File: src/rtl/uart_arb_pkg.sv
// Shared types and constants for the UART TX FIFO write-port arbiter.
package uart_arb_pkg;

  typedef enum logic {
    ARB_IDLE  = 1'b0,
    ARB_GRANT = 1'b1
  } arb_state_e;

  // Width of the granted-requester idle counter.
  localparam int TMO_W = 16;

  // Index width for N requesters; never less than one bit.
  function automatic int arb_clog2(input int n);
    int w;
    w = 1;
    while ((1 << w) < n) w = w + 1;
    return w;
  endfunction

endpackage

File: src/rtl/uart_rr_picker.sv
// Round-robin picker: first asserted valid at or above rr_ptr, wrapping at N_REQ.
module uart_rr_picker
  import uart_arb_pkg::*;
#(
  parameter int N_REQ = 3,
  parameter int IDX_W = arb_clog2(N_REQ)
) (
  input  logic [N_REQ-1:0] valid_i,
  input  logic [IDX_W-1:0] rr_ptr_i,
  output logic             found_o,
  output logic [IDX_W-1:0] idx_o
);

  logic [IDX_W-1:0] cand;

  // Walk the requesters starting at rr_ptr; the first hit wins.
  always_comb begin
    found_o = 1'b0;
    idx_o   = '0;
    cand    = '0;
    for (int i = 0; i < N_REQ; i++) begin
      cand = IDX_W'((int'(rr_ptr_i) + i) % N_REQ);
      if (!found_o && valid_i[cand]) begin
        found_o = 1'b1;
        idx_o   = cand;
      end
    end
  end

endmodule

File: src/rtl/uart_tx_arbiter.sv
// Round-robin, frame-locked arbiter sharing the UART TX FIFO write port.
// Optional idle-grant timeout enabled by defining UART_ARB_TIMEOUT_EN.
module uart_tx_arbiter
  import uart_arb_pkg::*;
#(
  parameter int N_REQ       = 3,
  parameter int TIMEOUT_CYC = 65535
) (
  input  logic               clk_i,
  input  logic               rst_i,
  input  logic               en_i,
  input  logic [N_REQ-1:0]   req_valid_i,
  input  logic [8*N_REQ-1:0] req_data_i,
  input  logic [N_REQ-1:0]   req_last_i,
  output logic [N_REQ-1:0]   req_ready_o,
  output logic [N_REQ-1:0]   grant_o,
  output logic               busy_o,
  output logic               timeout_o,
  output logic               tx_yaz_en_o,
  output logic [7:0]         tx_veri_o,
  output logic               tx_en_o,
  input  logic               tx_fifo_dolu_i,
  input  logic               tx_fifo_bos_i
);

  localparam int IDX_W = arb_clog2(N_REQ);

  arb_state_e       state_q, state_d;
  logic [IDX_W-1:0] grant_idx_q, grant_idx_d;
  logic [IDX_W-1:0] rr_ptr_q, rr_ptr_d;
  logic             tx_en_q, tx_en_d;

  logic             pick_found;
  logic [IDX_W-1:0] pick_idx;
  logic             in_grant;
  logic             gnt_valid, gnt_last;
  logic [7:0]       gnt_data;
  logic             xfer;
  logic             fire_tmo;

  uart_rr_picker #(.N_REQ(N_REQ), .IDX_W(IDX_W)) u_picker (
    .valid_i  (req_valid_i),
    .rr_ptr_i (rr_ptr_q),
    .found_o  (pick_found),
    .idx_o    (pick_idx)
  );

  assign in_grant = (state_q == ARB_GRANT);

  // Select the granted requester's valid/last/data.
  always_comb begin
    gnt_valid = 1'b0;
    gnt_last  = 1'b0;
    gnt_data  = 8'h00;
    for (int k = 0; k < N_REQ; k++) begin
      if (grant_idx_q == IDX_W'(k)) begin
        gnt_valid = req_valid_i[k];
        gnt_last  = req_last_i[k];
        gnt_data  = req_data_i[8*k +: 8];
      end
    end
  end

  assign xfer = in_grant & gnt_valid & ~tx_fifo_dolu_i;

`ifdef UART_ARB_TIMEOUT_EN
  logic [TMO_W-1:0] cnt_q, cnt_d;
  logic             idle_cyc;

  // Only cycles where the owner could send but does not count; full-FIFO stalls don't.
  assign idle_cyc = in_grant & ~gnt_valid & ~tx_fifo_dolu_i;
  assign fire_tmo = idle_cyc & (cnt_q == TMO_W'(TIMEOUT_CYC - 1));

  // Idle counter: cleared outside GRANT (so entry starts at 0) and on every transfer.
  always_comb begin
    cnt_d = cnt_q;
    if (!in_grant || xfer) cnt_d = '0;
    else if (idle_cyc)     cnt_d = cnt_q + TMO_W'(1);
  end

  // Idle counter register.
  always_ff @(posedge clk_i) begin
    if (rst_i) cnt_q <= '0;
    else       cnt_q <= cnt_d;
  end
`else
  logic unused_tmo;
  assign unused_tmo = ^TIMEOUT_CYC;
  assign fire_tmo   = 1'b0;
`endif

  // Next-state: grant in IDLE, release on last byte or forced timeout.
  always_comb begin
    state_d     = state_q;
    grant_idx_d = grant_idx_q;
    rr_ptr_d    = rr_ptr_q;
    tx_en_d     = en_i | ~tx_fifo_bos_i;
    case (state_q)
      ARB_IDLE: begin
        if (en_i && pick_found) begin
          state_d     = ARB_GRANT;
          grant_idx_d = pick_idx;
        end
      end
      ARB_GRANT: begin
        if ((xfer && gnt_last) || fire_tmo) begin
          state_d  = ARB_IDLE;
          rr_ptr_d = IDX_W'((int'(grant_idx_q) + 1) % N_REQ);
        end
      end
      default: state_d = ARB_IDLE;
    endcase
  end

  // Outputs: owner sees ready when the FIFO has room; write is same-cycle.
  always_comb begin
    req_ready_o = '0;
    grant_o     = '0;
    if (in_grant) begin
      req_ready_o[grant_idx_q] = ~tx_fifo_dolu_i;
      grant_o                  = N_REQ'(1) << grant_idx_q;
    end
    busy_o      = in_grant;
    timeout_o   = fire_tmo;
    tx_yaz_en_o = xfer;
    tx_veri_o   = xfer ? gnt_data : 8'h00;
    tx_en_o     = tx_en_q;
  end

  // State registers.
  always_ff @(posedge clk_i) begin
    if (rst_i) begin
      state_q     <= ARB_IDLE;
      grant_idx_q <= '0;
      rr_ptr_q    <= '0;
      tx_en_q     <= 1'b0;
    end else begin
      state_q     <= state_d;
      grant_idx_q <= grant_idx_d;
      rr_ptr_q    <= rr_ptr_d;
      tx_en_q     <= tx_en_d;
    end
  end

endmodule

File: config.mk
export PLATFORM = sky130hd
export DESIGN_NAME = uart_tx_arbiter
export DESIGN_NICKNAME = d
export VERILOG_FILES = /design/src/rtl/uart_arb_pkg.sv /design/src/rtl/uart_rr_picker.sv /design/src/rtl/uart_tx_arbiter.sv
export SDC_FILE = /design/constraint.sdc
export NUM_CORES = 1
export LEC_CHECK = 0
export ABC_AREA = 1
export CORE_AREA = 10 10 58 60
export DETAILED_ROUTE_END_ITERATION = 16
export DIE_AREA = 0 0 68 70
export PLACE_DENSITY = 0.82
export REMOVE_ABC_BUFFERS = 1
export SLEW_MARGIN = 20
export SYNTH_ARGS = -nofsm -noshare
export SYNTH_HDL_FRONTEND = slang
export SYNTH_HIERARCHICAL = 1
export SYNTH_SLANG_ARGS = --single-unit
File: constraint.sdc
create_clock -name clk_i -period 4.2 [get_ports clk_i]
set_input_delay 0.84 -clock clk_i [delete_from_list [all_inputs] [get_ports clk_i]]
set_output_delay 0.84 -clock clk_i [all_outputs]
set_load 0.005 [all_outputs]
==> impl_metrics.env <==
export IMPL_status="finished clean"
export IMPL_detail_route_vias_per_cell=4.904
export IMPL_drv_cap=0
export IMPL_wirelength_microns=3023
export IMPL_antenna_found_initial=0
export IMPL_cts_sinks=6
export IMPL_numCtsBuffers=3
export IMPL_finalPower_w=0.0002641
export IMPL_nets=241
export IMPL_drv_slew=0
export IMPL_crit_path_start_kind="primary input"
export IMPL_grt_max_degree=16
export IMPL_clockRootBuffer="clkbuf_4"
export IMPL_ys_types=22
export IMPL_cp_max_fo=10
export IMPL_leakage_nw=0.6275
export IMPL_syn_area_sq_um=840.8
export IMPL_hold_violations=0
export IMPL_ctsResizeCount=0
export IMPL_setup_viol_count_final=0
export IMPL_cp_end_kind="output pin"
export IMPL_crit_required_ns=3.36
export IMPL_hold_class="reg -> reg"
export IMPL_gp_congestion=0.8232
export IMPL_finalSetupTns_ns=0
export IMPL_clk_pin_slew_worst_paths_ns=0.04
export IMPL_ys_seq_area_share_pct=14.29
export IMPL_slew_headroom_pct=61.80
export IMPL_worstHoldStart="grant_idx_q[0]"
export IMPL_ioPinCount=53
export IMPL_area_delta_synth_final_pct=62.95
export IMPL_htree_levels=1
export IMPL_post_cts_buffers=0
export IMPL_fin_skew_ns=0.0004748
export IMPL_grt_util_all_layers_pct=12.40
export IMPL_stdcell_area_sq_mm=0.001370
export IMPL_hold_depth=2
export IMPL_die_h_microns=70
export IMPL_synthCells=149
export IMPL_antenna_cells=0
export IMPL_r2r_cells=11
export IMPL_r2r_setup_slack_ns=2.35
export IMPL_insertion_delay_ns=0.24
export IMPL_layout_common_cells="clkdlybuf4s50_1, nand2_1, inv_1, a21oi_1, nand3_1"
export IMPL_place_inst=225
export IMPL_vdd_drop_max_mv=0.1895
export IMPL_drtIter0Drc=90
export IMPL_fp_dieW_microns=68
export IMPL_yosys_warnings=6
export IMPL_ys_seq_elements=6
export IMPL_cp_arrival_ns=2.64
export IMPL_drive_above_1_share_pct=7.576
export IMPL_worstMarginPinSlew_ns=0.5730
export IMPL_rows=18
export IMPL_path_class="in -> out"
export IMPL_finalCoreUtilization_pct=58.49
export IMPL_overflow=0
export IMPL_period_share_pct=82.90
export IMPL_dr_pass1_iters=4
export IMPL_max_freq_mhz=287.2
export IMPL_cts_buffer_depth=2
export IMPL_num_vias=1118
export IMPL_die_area_sq_mm=0.004760
export IMPL_routedWlPerCell_microns=13.26
export IMPL_min_to="grant_idx_q[0]"
export IMPL_grt_pass1_wl_microns=4823
export IMPL_synth_avg_cell_area_sq_um=5.643
export IMPL_rsz0062_at_grt="false"
export IMPL_initial_core_util_pct=35.90
export IMPL_hpwl_microns=2470
export IMPL_final_common_cell="clkdlybuf4s50_1"
export IMPL_place_area_sq_mm=0.001348
export IMPL_crit_reg2reg_launch="rr_ptr_q[0]"
export IMPL_cts_tree="built"
export IMPL_coreArea_sq_mm=0.002342
export IMPL_grt_pass1_vias=1078
export IMPL_reg2reg_to="grant_idx_q[1]"
export IMPL_ctsHoldBuffers=0
export IMPL_ant_nets=0
export IMPL_io_buffers=51
export IMPL_min_period_ns=3.482
export IMPL_drcViolationCount=0
export IMPL_fin_cells=228
export IMPL_p_per_area_mw_per_mm2=192.8
==> state kept, by name, summed over array words and instances, names as in the netlist <==
register,cells
rr_ptr_q,2
tx_en_o,1
busy_o,1
grant_idx_q,2
==> where the power goes <==
| part | leakage [nW] | internal (W) | switching [W] | total (W) |
|---|---|---|---|---|
| clock network | 0.0138 | 0.0000322 | 0.0000197 | 0.0000520 |
| registers | 0.0494 | 0.0000619 | 0.00000383 | 0.0000657 |
| logic | 0.564 | 0.0000715 | 0.0000749 | 0.000146 |
==> layer usage <==
layer	share of wire [%]	global-route usage (%)
met5	0	0
met1	40	13.29
met4	1.2	4.027
met2	47	21.53
met3	11	4.306
==> per-stage QoR <==
step / worst slack (ns) / hold WS [ns]
finish: 0.7181 / 0.5224
detailed placement: 0.7011 / 0.5228
CTS: 0.7059 / 0.5341
floorplan: 1.907 / 0.4734
global placement: 0.7802 / 0.4884
global route: 0.5124 / 0.5720
==> synthesized netlist by cell type <==
library cell  number  area [sq um]
nand3_1           17         85.08
clkbuf_1           1         3.750
nor3_1             1         5.000
o21ai_2            1         8.760
o21ai_0           12         60.06
inv_2              3         11.26
inv_4              1         6.260
buf_6              2         22.52
nand2_2            1         6.260
a21oi_1           21         105.1
nor2_2             3         18.77
a31oi_1            1         6.260
nand2_4            2         22.52
nand2_1           32         120.1
inv_1             21         78.83
dfxtp_1            6         120.1
or2_1              1         6.260
buf_4              2         15.01
nor2_4             1         11.26
ha_1               6         75.07
nor2_1            13         48.80
conb_1             1         3.750
==> worst max path at each step <==
stage,from,to,slack (ns),depth (start not counted)
3_5_place_dp,req_valid_i[1],tx_veri_o[2],0.70,8
5_1_grt,req_valid_i[1],tx_veri_o[3],0.51,8
3_3_place_gp,req_valid_i[0],tx_veri_o[6],0.78,8
2_1_floorplan,req_valid_i[0],tx_veri_o[0],1.91,6
4_1_cts,req_valid_i[1],tx_veri_o[2],0.71,8
6_report,req_valid_i[1],tx_veri_o[5],0.72,8
==> cells by family (layout without fill, tap and decap cells) <==
logic type	after synthesis	after routing	synth area share, %
adder cells (fa/ha/maj)	6	6	8.928
buffers and inverters	30	79	16.37
AO/OA/AOI/OAI	35	35	21.43
other	1	1	0.4460
AND/OR/NAND/NOR	71	71	38.54
flip-flops	6	6	14.29
==> cell type report <==
| class | count | area [sq um] |
|---|---|---|
| fill | 238 | 972.2 |
| multi-input combinational | 113 | 583.1 |
| timing repair buffer | 51 | 510.5 |
| sequential | 6 | 120.1 |
| inverter | 25 | 96.34 |
| tap | 30 | 37.54 |
| clock buffer | 3 | 22.52 |
==> critical path, cell delays in order <==
cell and delay [ns]:
clkdlybuf4s50_1 0.56, nand2_1 0.08, nand2_1 0.08, nor2_1 0.07, nor2_4 0.21, o21ai_0 0.13
a21oi_1 0.13, clkdlybuf4s50_1 0.54
(Power assumes the default switching activity.)
